File: src/rtl/hamming_secded_dec_pipe.sv
// Pipelined extended-Hamming (SECDED) decoder with a valid/ready stream and saturating error counters.
// Stage 1 computes syndrome/parity and captures raw data; stage 2 corrects and classifies.
module hamming_secded_dec_pipe #(
  parameter int unsigned DATA_W = 4,
  parameter int unsigned CNT_W  = 16,
  localparam int unsigned R = (DATA_W <= 1)  ? 2 :
                              (DATA_W <= 4)  ? 3 :
                              (DATA_W <= 11) ? 4 :
                              (DATA_W <= 26) ? 5 :
                              (DATA_W <= 57) ? 6 : 7,
  localparam int unsigned CW_W  = DATA_W + R + 1,
  localparam int unsigned SYN_W = R
) (
  input  logic              clk,
  input  logic              rst_n,
  input  logic              in_valid,
  output logic              in_ready,
  input  logic [CW_W-1:0]   in_cw,
  input  logic              corr_en,
  output logic              out_valid,
  input  logic              out_ready,
  output logic [DATA_W-1:0] out_data,
  output logic [SYN_W-1:0]  out_syn,
  output logic              out_corr,
  output logic              out_uncorr,
  input  logic              cnt_clr,
  output logic [CNT_W-1:0]  cnt_corr,
  output logic [CNT_W-1:0]  cnt_uncorr
);

  localparam logic [CNT_W-1:0] CNT_MAX = {CNT_W{1'b1}};

  // Hamming position of data bit idx: the idx-th non-power-of-two position from 3 upward.
  function automatic int unsigned data_pos(input int unsigned idx);
    int unsigned n;
    int unsigned pos;
    n   = 0;
    pos = 0;
    for (int unsigned p = 3; p < 128; p++) begin
      if ((p & (p - 1)) != 0) begin
        if (n == idx && pos == 0) pos = p;
        n++;
      end
    end
    return pos;
  endfunction

  logic              s1_valid;
  logic [DATA_W-1:0] s1_dat;
  logic [SYN_W-1:0]  s1_syn;
  logic              s1_par;
  logic              s1_en;

  logic              s1_ready;
  logic              s2_ready;
  logic [SYN_W-1:0]  syn_c;
  logic              par_c;
  logic [DATA_W-1:0] raw_c;
  logic [DATA_W-1:0] fix_c;
  logic              in_range_c;
  logic              single_c;
  logic              double_c;
  logic              flip_c;
  logic              out_fire;

  assign s2_ready = !out_valid || out_ready;
  assign s1_ready = !s1_valid || s2_ready;
  assign in_ready = s1_ready;
  assign out_fire = out_valid && out_ready;

  // Syndrome is the XOR of the indices of all set bits at positions >= 1.
  always_comb begin
    syn_c = '0;
    for (int unsigned p = 1; p < CW_W; p++) begin
      if (in_cw[p]) syn_c = syn_c ^ SYN_W'(p);
    end
    par_c = ^in_cw;
  end

  assign in_range_c = 32'(s1_syn) < CW_W;
  assign single_c   = s1_par && in_range_c;
  assign double_c   = (!s1_par && (s1_syn != '0)) || (s1_par && !in_range_c);
  assign flip_c     = s1_en && single_c;

  for (genvar i = 0; i < DATA_W; i++) begin : g_dat
    localparam int unsigned POS = data_pos(i);
    assign raw_c[i] = in_cw[POS];
    assign fix_c[i] = s1_dat[i] ^ (flip_c && (s1_syn == SYN_W'(POS)));
  end

  // Stage 1: syndrome, overall parity and raw data.
  always_ff @(posedge clk or negedge rst_n) begin
    if (!rst_n) begin
      s1_valid <= 1'b0;
      s1_dat   <= '0;
      s1_syn   <= '0;
      s1_par   <= 1'b0;
      s1_en    <= 1'b0;
    end else if (s1_ready) begin
      s1_valid <= in_valid;
      if (in_valid) begin
        s1_dat <= raw_c;
        s1_syn <= syn_c;
        s1_par <= par_c;
        s1_en  <= corr_en;
      end
    end
  end

  // Stage 2: corrected data and error classification; held while stalled.
  always_ff @(posedge clk or negedge rst_n) begin
    if (!rst_n) begin
      out_valid  <= 1'b0;
      out_data   <= '0;
      out_syn    <= '0;
      out_corr   <= 1'b0;
      out_uncorr <= 1'b0;
    end else if (s2_ready) begin
      out_valid <= s1_valid;
      if (s1_valid) begin
        out_data   <= fix_c;
        out_syn    <= s1_syn;
        out_corr   <= single_c;
        out_uncorr <= double_c;
      end
    end
  end

  // Saturating statistics on delivered words; clear wins over increment.
  always_ff @(posedge clk or negedge rst_n) begin
    if (!rst_n) begin
      cnt_corr   <= '0;
      cnt_uncorr <= '0;
    end else if (cnt_clr) begin
      cnt_corr   <= '0;
      cnt_uncorr <= '0;
    end else if (out_fire) begin
      if (out_corr && cnt_corr != CNT_MAX)     cnt_corr   <= cnt_corr + CNT_W'(1);
      if (out_uncorr && cnt_uncorr != CNT_MAX) cnt_uncorr <= cnt_uncorr + CNT_W'(1);
    end
  end

endmodule
File: config.mk
export PLATFORM = sky130hd
export DESIGN_NAME = hamming_secded_dec_pipe
export DESIGN_NICKNAME = d
export VERILOG_FILES = /design/src/rtl/hamming_secded_dec_pipe.sv
export SDC_FILE = /design/constraint.sdc
export NUM_CORES = 1
export LEC_CHECK = 0
export CORE_UTILIZATION = 55
export CTS_CLUSTER_SIZE = 30
export DETAILED_ROUTE_END_ITERATION = 8
export PLACE_DENSITY_LB_ADDON = 0.05
export SKIP_CTS_REPAIR_TIMING = 1
export SYNTH_ARGS = -nofsm -noshare
export SYNTH_HDL_FRONTEND = slang
export SYNTH_SLANG_ARGS = --single-unit
File: constraint.sdc
create_clock -name clk -period 3.5 [get_ports clk]
set_input_delay 0.7 -clock clk [delete_from_list [all_inputs] [get_ports clk]]
set_output_delay 0.7 -clock clk [all_outputs]
set_load 0.01 [all_outputs]
==> flow_summary.json, run 1 <==
{
  "first_iter_violations": 77,
  "reg2reg_slack_ns": 1.35,
  "insertion_delay_ns": 0.31,
  "port_buffers": 56,
  "synth_area_per_cell_um2": 9.91,
  "vias": 2379,
  "drc_errors": 0,
  "grt_pass1_wl_um": 10000,
  "holdWs_ns": 0.429,
  "timing.rr.end": "cnt_corr[4]",
  "synth-seq-cells": 52,
  "cts_buffer_depth": 2,
  "async_flop_share_pct": 100,
  "relSlewSlack_pct": 28.6,
  "start_kind": "input pin",
  "cp_common_cell": "clkdlybuf4s50_1",
  "arrival_ns": 2.02,
  "drv_slew": 0,
  "synth_top_family_by_area": "simple AND/OR/NAND/NOR gates",
  "powerDensity_nw_per_um2": 392,
  "p_leak_nw": 1.32,
  "clock_skew_ns": 0.00754,
  "status": "completed",
  "path_buf_inv": 2,
  "synth_area_leaders": "dfrtp_1, mux2_2, a21oi_1, xnor2_1, o31ai_1",
  "cts_tree": "built",
  "criticalPathCategory": "in2out",
  "grt_pass1_vias": 2162,
  "h-tree-depth": 2,
  "grt_max_degree": 34,
  "fin_crit_sh_pct": 77.8,
  "viasPerCell": 5.92,
  "die_h_um": 72.8,
  "fin_nets": 350,
  "worstMarginPinSlew_ns": 1.06,
  "slowest_stage": "clkdlybuf4s50_1",
  "start_util_pct": 57.6,
  "dp_hpwl_um": 4260,
  "grt.total_usage_pct": 24.5,
  "grt_overflow": 0,
  "worstSetupEndpointType": "primary output",
  "cts-root-buf": "clkbuf_8",
  "area_growth_pct": 25.9,
  "syn-cell-area_um2": 2760,
  "synth_simple_gate_area_share_pct": 24.2,
  "antenna_left": 0,
  "maxCapViolations": 0,
  "final_common_cell": "clkdlybuf4s50_1",
  "rr_startpoint": "cnt_corr[8]",
  "synth.net_count": 294,
  "cp_slowest_stage_delay_ns": 0.56,
  "cp_data_required_time_ns": 2.80,
  "diodes": 0,
  "max_freq_ghz": 0.367,
  "setup_violations": 0,
  "reg2regPathDepth": 4,
  "synthDistinctLibCells": 41,
  "yosysTopAreaCellShare_pct": 47.2,
  "clkTransAtPathRegs_ns": 0.10,
  "rows": 25,
  "synth-xor-area-share_pct": 4.77,
  "gp_congestion": 0.847,
  "hold_path.class": "in2async",
  "avgRoutedWirePerCell_um": 14.8,
  "cts_buffers": 5,
  "drive_above_1_share_pct": 7.16,
  "first_pass_iters": 4,
  "ir_drop_uv": 326,
  "period_needed_ns": 2.72,
  "final_cell_mix": "clkdlybuf4s50_1, dfrtp_1, nand2_1",
  "crit_family": "buffers and inverters",
  "synth_edf_count": 0,
  "yosys.area.top_type": "dfrtp_1",
  "die_w_um": 72.8,
  "grt_setup_unrepaired": "no",
  "path_cells": "clkdlybuf4s50_1 -> nand3b_1 -> clkdlybuf4s50_1",
  "cts_sinks": 52,
  "synth_compound_area_share_pct": 13.8,
  "setup_tns_ns": 0,
  "dieArea_um2": 5300,
  "io_pins": 57,
  "crit_path_max_fanout": 6,
  "synthMuxAreaShare_pct": 7.31,
  "wirelength_um": 5940,
  "synth_fa_ha_area_share_pct": 0.908,
  "finalPower_mw": 1.36,
  "synth_flop_cell": "dfrtp_1",
  "core_area_um2": 4790,
  "synth_cells": 278,
  "antenna_found_initial": 0,
  "ys_seq_area_share_pct": 47.2,
  "hold_viol_final": 0,
  "ys_warn_count": 0
}
-- cell type report --
| type | instances | area (µm²) |
|---|---|---|
| Clock inverter | 3 | 21.3 |
| Timing Repair Buffer | 59 | 578 |
| Clock buffer | 5 | 68.8 |
| Inverter | 3 | 11.3 |
| Fill cell | 373 | 1320 |
| Sequential cell | 52 | 1300 |
| Multi-Input combinational cell | 213 | 1400 |
| Tap cell | 67 | 83.8 |
-- worst max-delay path by stage --
| stage | from | depth (start not counted) | end |
|---|---|---|---|
| finish | out_ready | 3 | in_ready |
| global route | out_ready | 3 | in_ready |
| CTS | out_ready | 3 | in_ready |
| detailed placement | out_ready | 5 | cnt_corr[11] |
| global placement | out_ready | 5 | cnt_corr[11] |
| floorplan | out_ready | 5 | cnt_corr[11] |
-- kinds of logic after synthesis --
| logic type | count (synthesis) |
|---|---|
| AO/OA/AOI/OAI | 62 |
| XOR/XNOR | 15 |
| adder cells (fa/ha/maj) | 2 |
| buffers and inverters | 13 |
| flip-flops | 52 |
| multiplexers | 18 |
| AND/OR/NAND/NOR | 116 |
-- synthesized netlist by cell type (all sizes together), types with 2 or more instances --
| master | instances |
|---|---|
| a211oi | 4 |
| a21oi | 23 |
| a31oi | 2 |
| and3 | 6 |
| and4 | 6 |
| clkbuf | 9 |
| dfrtp | 52 |
| ha | 2 |
| inv | 3 |
| mux2 | 17 |
| nand2 | 26 |
| nand2b | 5 |
| nand3 | 11 |
| nand4 | 9 |
| nor2 | 10 |
| nor2b | 7 |
| nor3 | 4 |
| nor3b | 4 |
| nor4 | 3 |
| o21ai | 13 |
| o31ai | 14 |
| or3 | 6 |
| or4 | 14 |
| xnor2 | 13 |
| xor2 | 2 |
-- where the power goes --
| group | internal [mW] | switching, mW |
|---|---|---|
| sequential | 0.661 | 0.0581 |
| clock | 0.142 | 0.211 |
| combinational | 0.156 | 0.132 |
-- layer usage --
layer	vias up	GRT usage [%]	part of all wire, %
met2	63	40.7	48
met3	8	4.97	4.0
li1	1154	-	-
met4	0	6.97	1.3
met5	-	0	0
met1	1154	32.8	46
-- metrics by stage --
step / instance area (µm²) / std cells / setup slack [ns] / util [%]
5_1_grt: 3470 / 402 / 0.725 / 72.5
4_1_cts: 3470 / 402 / 0.782 / 72.5
3_3_place_gp: 3380 / 394 / 0.796 / 70.6
6_report: 3470 / 402 / 0.778 / 72.5
2_1_floorplan: 2760 / 278 / 1.40 / -
3_5_place_dp: 3380 / 394 / 0.708 / 70.6
-- flip-flops by register name, indices dropped and copies added (netlist names) --
signal,cells
cnt_corr,16
cnt_uncorr,16
out_data,4
s1_dat,4
out_syn,3
s1_syn,3
out_corr,1
out_uncorr,1
out_valid,1
s1_en,1
s1_par,1
s1_valid,1
(Power assumes the default switching activity.)
==> inputs of run 2 (changes only) <==
--- a/config.mk
+++ b/config.mk
@@ -5,7 +5,7 @@
 export SDC_FILE = /design/constraint.sdc
 export NUM_CORES = 1
 export LEC_CHECK = 0
-export CORE_UTILIZATION = 55
+export CORE_UTILIZATION = 51
 export CTS_CLUSTER_SIZE = 30
 export DETAILED_ROUTE_END_ITERATION = 8
 export PLACE_DENSITY_LB_ADDON = 0.05
==> constraint.sdc (replaced) <==
create_clock -name clk -period 2.63 [get_ports clk]
set_input_delay 0.526 -clock clk [delete_from_list [all_inputs] [get_ports clk]]
set_output_delay 0.526 -clock clk [all_outputs]
set_load 0.01 [all_outputs]
==> run 2 against run 1 <==
  * Sequential share of layout area fell by 0.85 points
  * Clock skew up 0.0040 ns
  * Worst hold slack got worse by 0.19 ns
  * Final cell count increased by 2.2%
  * Critical endpoint unchanged
==> flow_summary.json, run 2 (synthesis gave the netlist of run 1 again) <==
{
  "status": "completed",
  "antenna_found_initial": 0,
  "port_buffers": 56,
  "area_growth_pct": 28.8,
  "grt_overflow": 0,
  "die_h_um": 75.5,
  "setup_violations": 0,
  "grt_setup_unrepaired": "no",
  "grt.total_usage_pct": 21.7,
  "largestRegisters": "cnt_corr: 16 flops, cnt_uncorr: 16 flops",
  "hold_viol_final": 0,
  "first_pass_iters": 4,
  "arrival_ns": 1.85,
  "rows": 26,
  "grt_max_degree": 41,
  "core_area_um2": 5140,
  "worstMarginPinSlew_ns": 0.648,
  "wirelength_um": 5860,
  "setup_tns_ns": 0,
  "fillers": 447,
  "fin_crit_sh_pct": 90.4,
  "first_iter_violations": 100,
  "crit_path_max_fanout": 5,
  "start_util_pct": 53.6,
  "clkTransAtPathRegs_ns": 0.10,
  "grt_pass1_vias": 2106,
  "maxCapViolations": 0,
  "drc_errors": 0,
  "criticalPathCategory": "in2out",
  "h-tree-depth": 2,
  "gp_congestion": 0.833,
  "die_w_um": 75.5,
  "avgRoutedWirePerCell_um": 14.3,
  "diodes": 0,
  "insertion_delay_ns": 0.31,
  "cts_buffer_depth": 2,
  "vias": 2362,
  "grt_pass1_wl_um": 9380,
  "period_needed_ns": 2.38,
  "final_cell_mix": "clkdlybuf4s50_1, dfrtp_1, nand2_1",
  "antenna_left": 0,
  "p_leak_nw": 1.37,
  "final_common_cell": "clkdlybuf4s50_1",
  "cts-root-buf": "clkbuf_8",
  "cts_sinks": 52,
  "clock_skew_ns": 0.0115,
  "cts_buffers": 5,
  "cp_data_required_time_ns": 2.10,
  "relSlewSlack_pct": 56.7,
  "dieArea_um2": 5700,
  "start_kind": "input pin",
  "drv_slew": 0,
  "register_area_um2": 1300,
  "ir_drop_uv": 445,
  "multiInputGateArea_um2": 1400,
  "viasPerCell": 5.75,
  "hold_path.class": "in2async",
  "rr_startpoint": "cnt_uncorr[0]",
  "reg2reg_slack_ns": 0.59,
  "worstSetupEndpointType": "primary output",
  "cts_tree": "built",
  "reg2regPathDepth": 5,
  "max_freq_ghz": 0.421,
  "fin_nets": 356,
  "drive_above_1_share_pct": 8.80,
  "powerDensity_nw_per_um2": 542,
  "timing.rr.end": "cnt_uncorr[8]",
  "holdWs_ns": 0.237,
  "io_pins": 57,
  "dp_hpwl_um": 4200
}
run 2: worst max-delay path, stage by stage:
cell             delay, ns
clkdlybuf4s50_1       0.50
buf_4                 0.14
nand3b_1              0.14
clkdlybuf4s50_1       0.55
run 2: final cells by class:
| type | instances | area share, % |
|---|---|---|
| inverter | 3 | 0.317 |
| tap | 70 | 2.47 |
| multi-input combinational | 213 | 39.6 |
| sequential | 52 | 36.7 |
| clock inverter | 2 | 1.09 |
| timing repair buffer | 65 | 17.6 |
| clock buffer | 6 | 2.33 |
run 2: power by group:
group / internal, mW / total [mW] / switching (mW)
logic: 0.214 / 0.387 / 0.173
registers: 0.880 / 0.956 / 0.0754
clock network: 0.312 / 0.579 / 0.268
run 2: how the worst max path moves through the flow:
stage | start | end | depth (start not counted)
after floorplan | out_ready | cnt_corr[11] | 5
after CTS | out_ready | in_ready | 4
final | out_ready | in_ready | 4
after detailed placement | out_ready | cnt_corr[11] | 5
after global placement | out_ready | cnt_corr[11] | 5
after global routing | out_ready | in_ready | 4
run 2: layer usage:
| metal | GRT usage, % | part of all wire (%) |
|---|---|---|
| met4 | 8.02 | 0.89 |
| met1 | 27.7 | 46 |
| met2 | 36.6 | 49 |
| met5 | 0 | 0 |
| met3 | 4.37 | 4.2 |
run 2: metrics by stage:
stage / cells / cell area [µm²] / power [mW] / utilization (%) / worst slack, ns
floorplan: 278 / 2760 / 1.15 / - / 0.708
CTS: 411 / 3550 / 1.94 / 69.0 / 0.244
finish: 411 / 3550 / 1.92 / 69.0 / 0.253
global placement: 403 / 3430 / 1.36 / 66.7 / 0.133
detailed placement: 403 / 3430 / 1.36 / 66.7 / 0.0776
global route: 411 / 3550 / 2.03 / 69.0 / 0.199
==> inputs of run 3 (changes only) <==
--- a/config.mk
+++ b/config.mk
@@ -5,10 +5,12 @@
 export SDC_FILE = /design/constraint.sdc
 export NUM_CORES = 1
 export LEC_CHECK = 0
-export CORE_UTILIZATION = 51
+export ABC_AREA = 1
+export CORE_UTILIZATION = 52
 export CTS_CLUSTER_SIZE = 30
 export DETAILED_ROUTE_END_ITERATION = 8
 export PLACE_DENSITY_LB_ADDON = 0.05
+export REMOVE_ABC_BUFFERS = 1
 export SKIP_CTS_REPAIR_TIMING = 1
 export SYNTH_ARGS = -nofsm -noshare
 export SYNTH_HDL_FRONTEND = slang
==> run 3 against run 2 <==
  * Non-clock buffer count down 5
  * Clock power down 21%
  * Clock skew down 0.0027 ns
  * Sequential power down 1%
==> flow_summary.json, run 3 <==
{
  "reg2reg_slack_ns": 0.68,
  "synth-seq-cells": 52,
  "antenna_found_initial": 0,
  "io_pins": 57,
  "cts_buffer_depth": 2,
  "die_h_um": 78.5,
  "grt.total_usage_pct": 23.6,
  "cts-root-buf": "clkbuf_8",
  "diodes": 0,
  "yosys.area.top_type": "dfrtp_1",
  "start_kind": "input pin",
  "relSlewSlack_pct": 39.3,
  "gp_congestion": 0.854,
  "ir_drop_uv": 259,
  "hold_path.class": "in2async",
  "synth_cells": 416,
  "insertion_delay_ns": 0.31,
  "grt_setup_unrepaired": "no",
  "largestRegisters": "cnt_corr: 16 flops, cnt_uncorr: 16 flops",
  "die_w_um": 78.5,
  "yosys-top-cells-count": "nand2_1, dfrtp_1, nor2_1",
  "dpl_cell_area_um2": 3670,
  "timing.rr.end": "cnt_corr[9]",
  "cts_tree": "built",
  "ys_warn_count": 0,
  "cp_data_required_time_ns": 2.10,
  "fin_crit_sh_pct": 86.2,
  "worstSetupEndpointType": "primary output",
  "start_util_pct": 54.6,
  "drive_above_1_share_pct": 7.16,
  "max_freq_ghz": 0.441,
  "first_pass_iters": 4,
  "synth_edf_count": 0,
  "yosysMostFrequentCell": "nand2_1",
  "dp_hpwl_um": 5010,
  "cts_sinks": 52,
  "worstMarginPinSlew_ns": 0.909,
  "drc_errors": 0,
  "status": "completed",
  "antenna_left": 0,
  "ys_seq_area_share_pct": 42.7,
  "drv_slew": 0,
  "crit_path_max_fanout": 3,
  "dieArea_um2": 6160,
  "worstSetupEndpoint": "in_ready",
  "grt_pass1_vias": 2631,
  "finalPower_mw": 1.83,
  "synth_area_leaders": "dfrtp_1, nand2_1, nand4_1, nor2_1, inv_1",
  "holdWs_ns": 0.176,
  "setup_violations": 0,
  "core_area_um2": 5570,
  "clock_skew_ns": 0.00889,
  "cts_buffers": 5,
  "period_needed_ns": 2.27,
  "final_cell_mix": "nand2_1, clkdlybuf4s50_1, dfrtp_1",
  "vias": 2840,
  "synth_area_per_cell_um2": 7.32,
  "port_buffers": 56,
  "fin_area_um2": 3760,
  "hold_viol_final": 0,
  "grt_overflow": 0,
  "p_leak_nw": 1.73,
  "grt_max_degree": 31,
  "async_flop_share_pct": 100,
  "syn-cell-area_um2": 3040,
  "reg2regPathDepth": 9,
  "area_growth_pct": 23.4,
  "crit_start": "out_ready",
  "grt_pass1_wl_um": 11700,
  "viasPerCell": 5.19,
  "clkTransAtPathRegs_ns": 0.09,
  "powerDensity_nw_per_um2": 488,
  "maxCapViolations": 0,
  "synthDistinctLibCells": 25,
  "yosysTopAreaCellShare_pct": 42.7,
  "rows": 27,
  "setup_tns_ns": 0,
  "arrival_ns": 1.74,
  "final_common_cell": "nand2_1",
  "rr_startpoint": "cnt_corr[0]",
  "first_iter_violations": 124,
  "h-tree-depth": 2,
  "fin_nets": 490,
  "wirelength_um": 6620,
  "criticalPathCategory": "in2out",
  "synth_flop_cell": "dfrtp_1",
  "avgRoutedWirePerCell_um": 12.1
}
[run 3: where the power goes]
group | internal, mW | switching, mW
Sequential | 0.882 | 0.0641
Combinational | 0.198 | 0.234
Clock | 0.186 | 0.270
Total | 1.27 | 0.568
[run 3: metal layers]
metal	vias to the layer above	share of wire (%)	GRT usage (%)
met2	73	49	41.8
met1	1306	45	29.8
li1	1457	-	-
met3	4	4.4	3.02
met5	-	0	0
met4	0	0.66	6.67
[run 3: stage by stage]
step | utilization (%) | instances | setup WS, ns
2_1_floorplan | - | 407 | 0.929
3_3_place_gp | 65.8 | 539 | 0.373
3_5_place_dp | 65.8 | 539 | 0.376
4_1_cts | 67.4 | 547 | 0.366
5_1_grt | 67.4 | 547 | 0.324
6_report | 67.4 | 547 | 0.362
[run 3: kinds of logic (layout without fill, tap and decap cells)]
group                      Yosys count  count (layout)  share of synthesized area [%]
AOI/OAI and AO/OA                   28              28                           5.38
xor gates and xnor gates            19              19                           5.47
adders and majority gates            2               2                          0.822
buffers and inverters               41             100                           5.63
DFF                                 52              52                           42.7
and+or+nand+nor                    274             274                           40.0
[run 3: worst min path at each step]
stage | end | slack, ns | depth (start not counted)
2_1_floorplan | cnt_corr[0] | 0.23 | 0
3_5_place_dp | out_data[3] | 0.48 | 2
3_3_place_gp | out_data[1] | 0.47 | 2
5_1_grt | cnt_corr[11] | 0.23 | 1
6_report | cnt_corr[15] | 0.18 | 1
4_1_cts | cnt_corr[7] | 0.19 | 1
[run 3: area by class of cell]
type,instances,area (µm²)
clock buffers,5,68.8
inverters,32,120
well taps,72,90.1
repair buffers,60,586
flip-flops and latches,52,1300
multi-input cells,323,1570
clock inverters,3,18.8
fillers,521,1820
[run 3: worst max-delay path: stages]
cell             delay [ns]
clkdlybuf4s50_1        0.47
inv_1                  0.05
nand3_1                0.13
clkdlybuf4s50_1        0.56
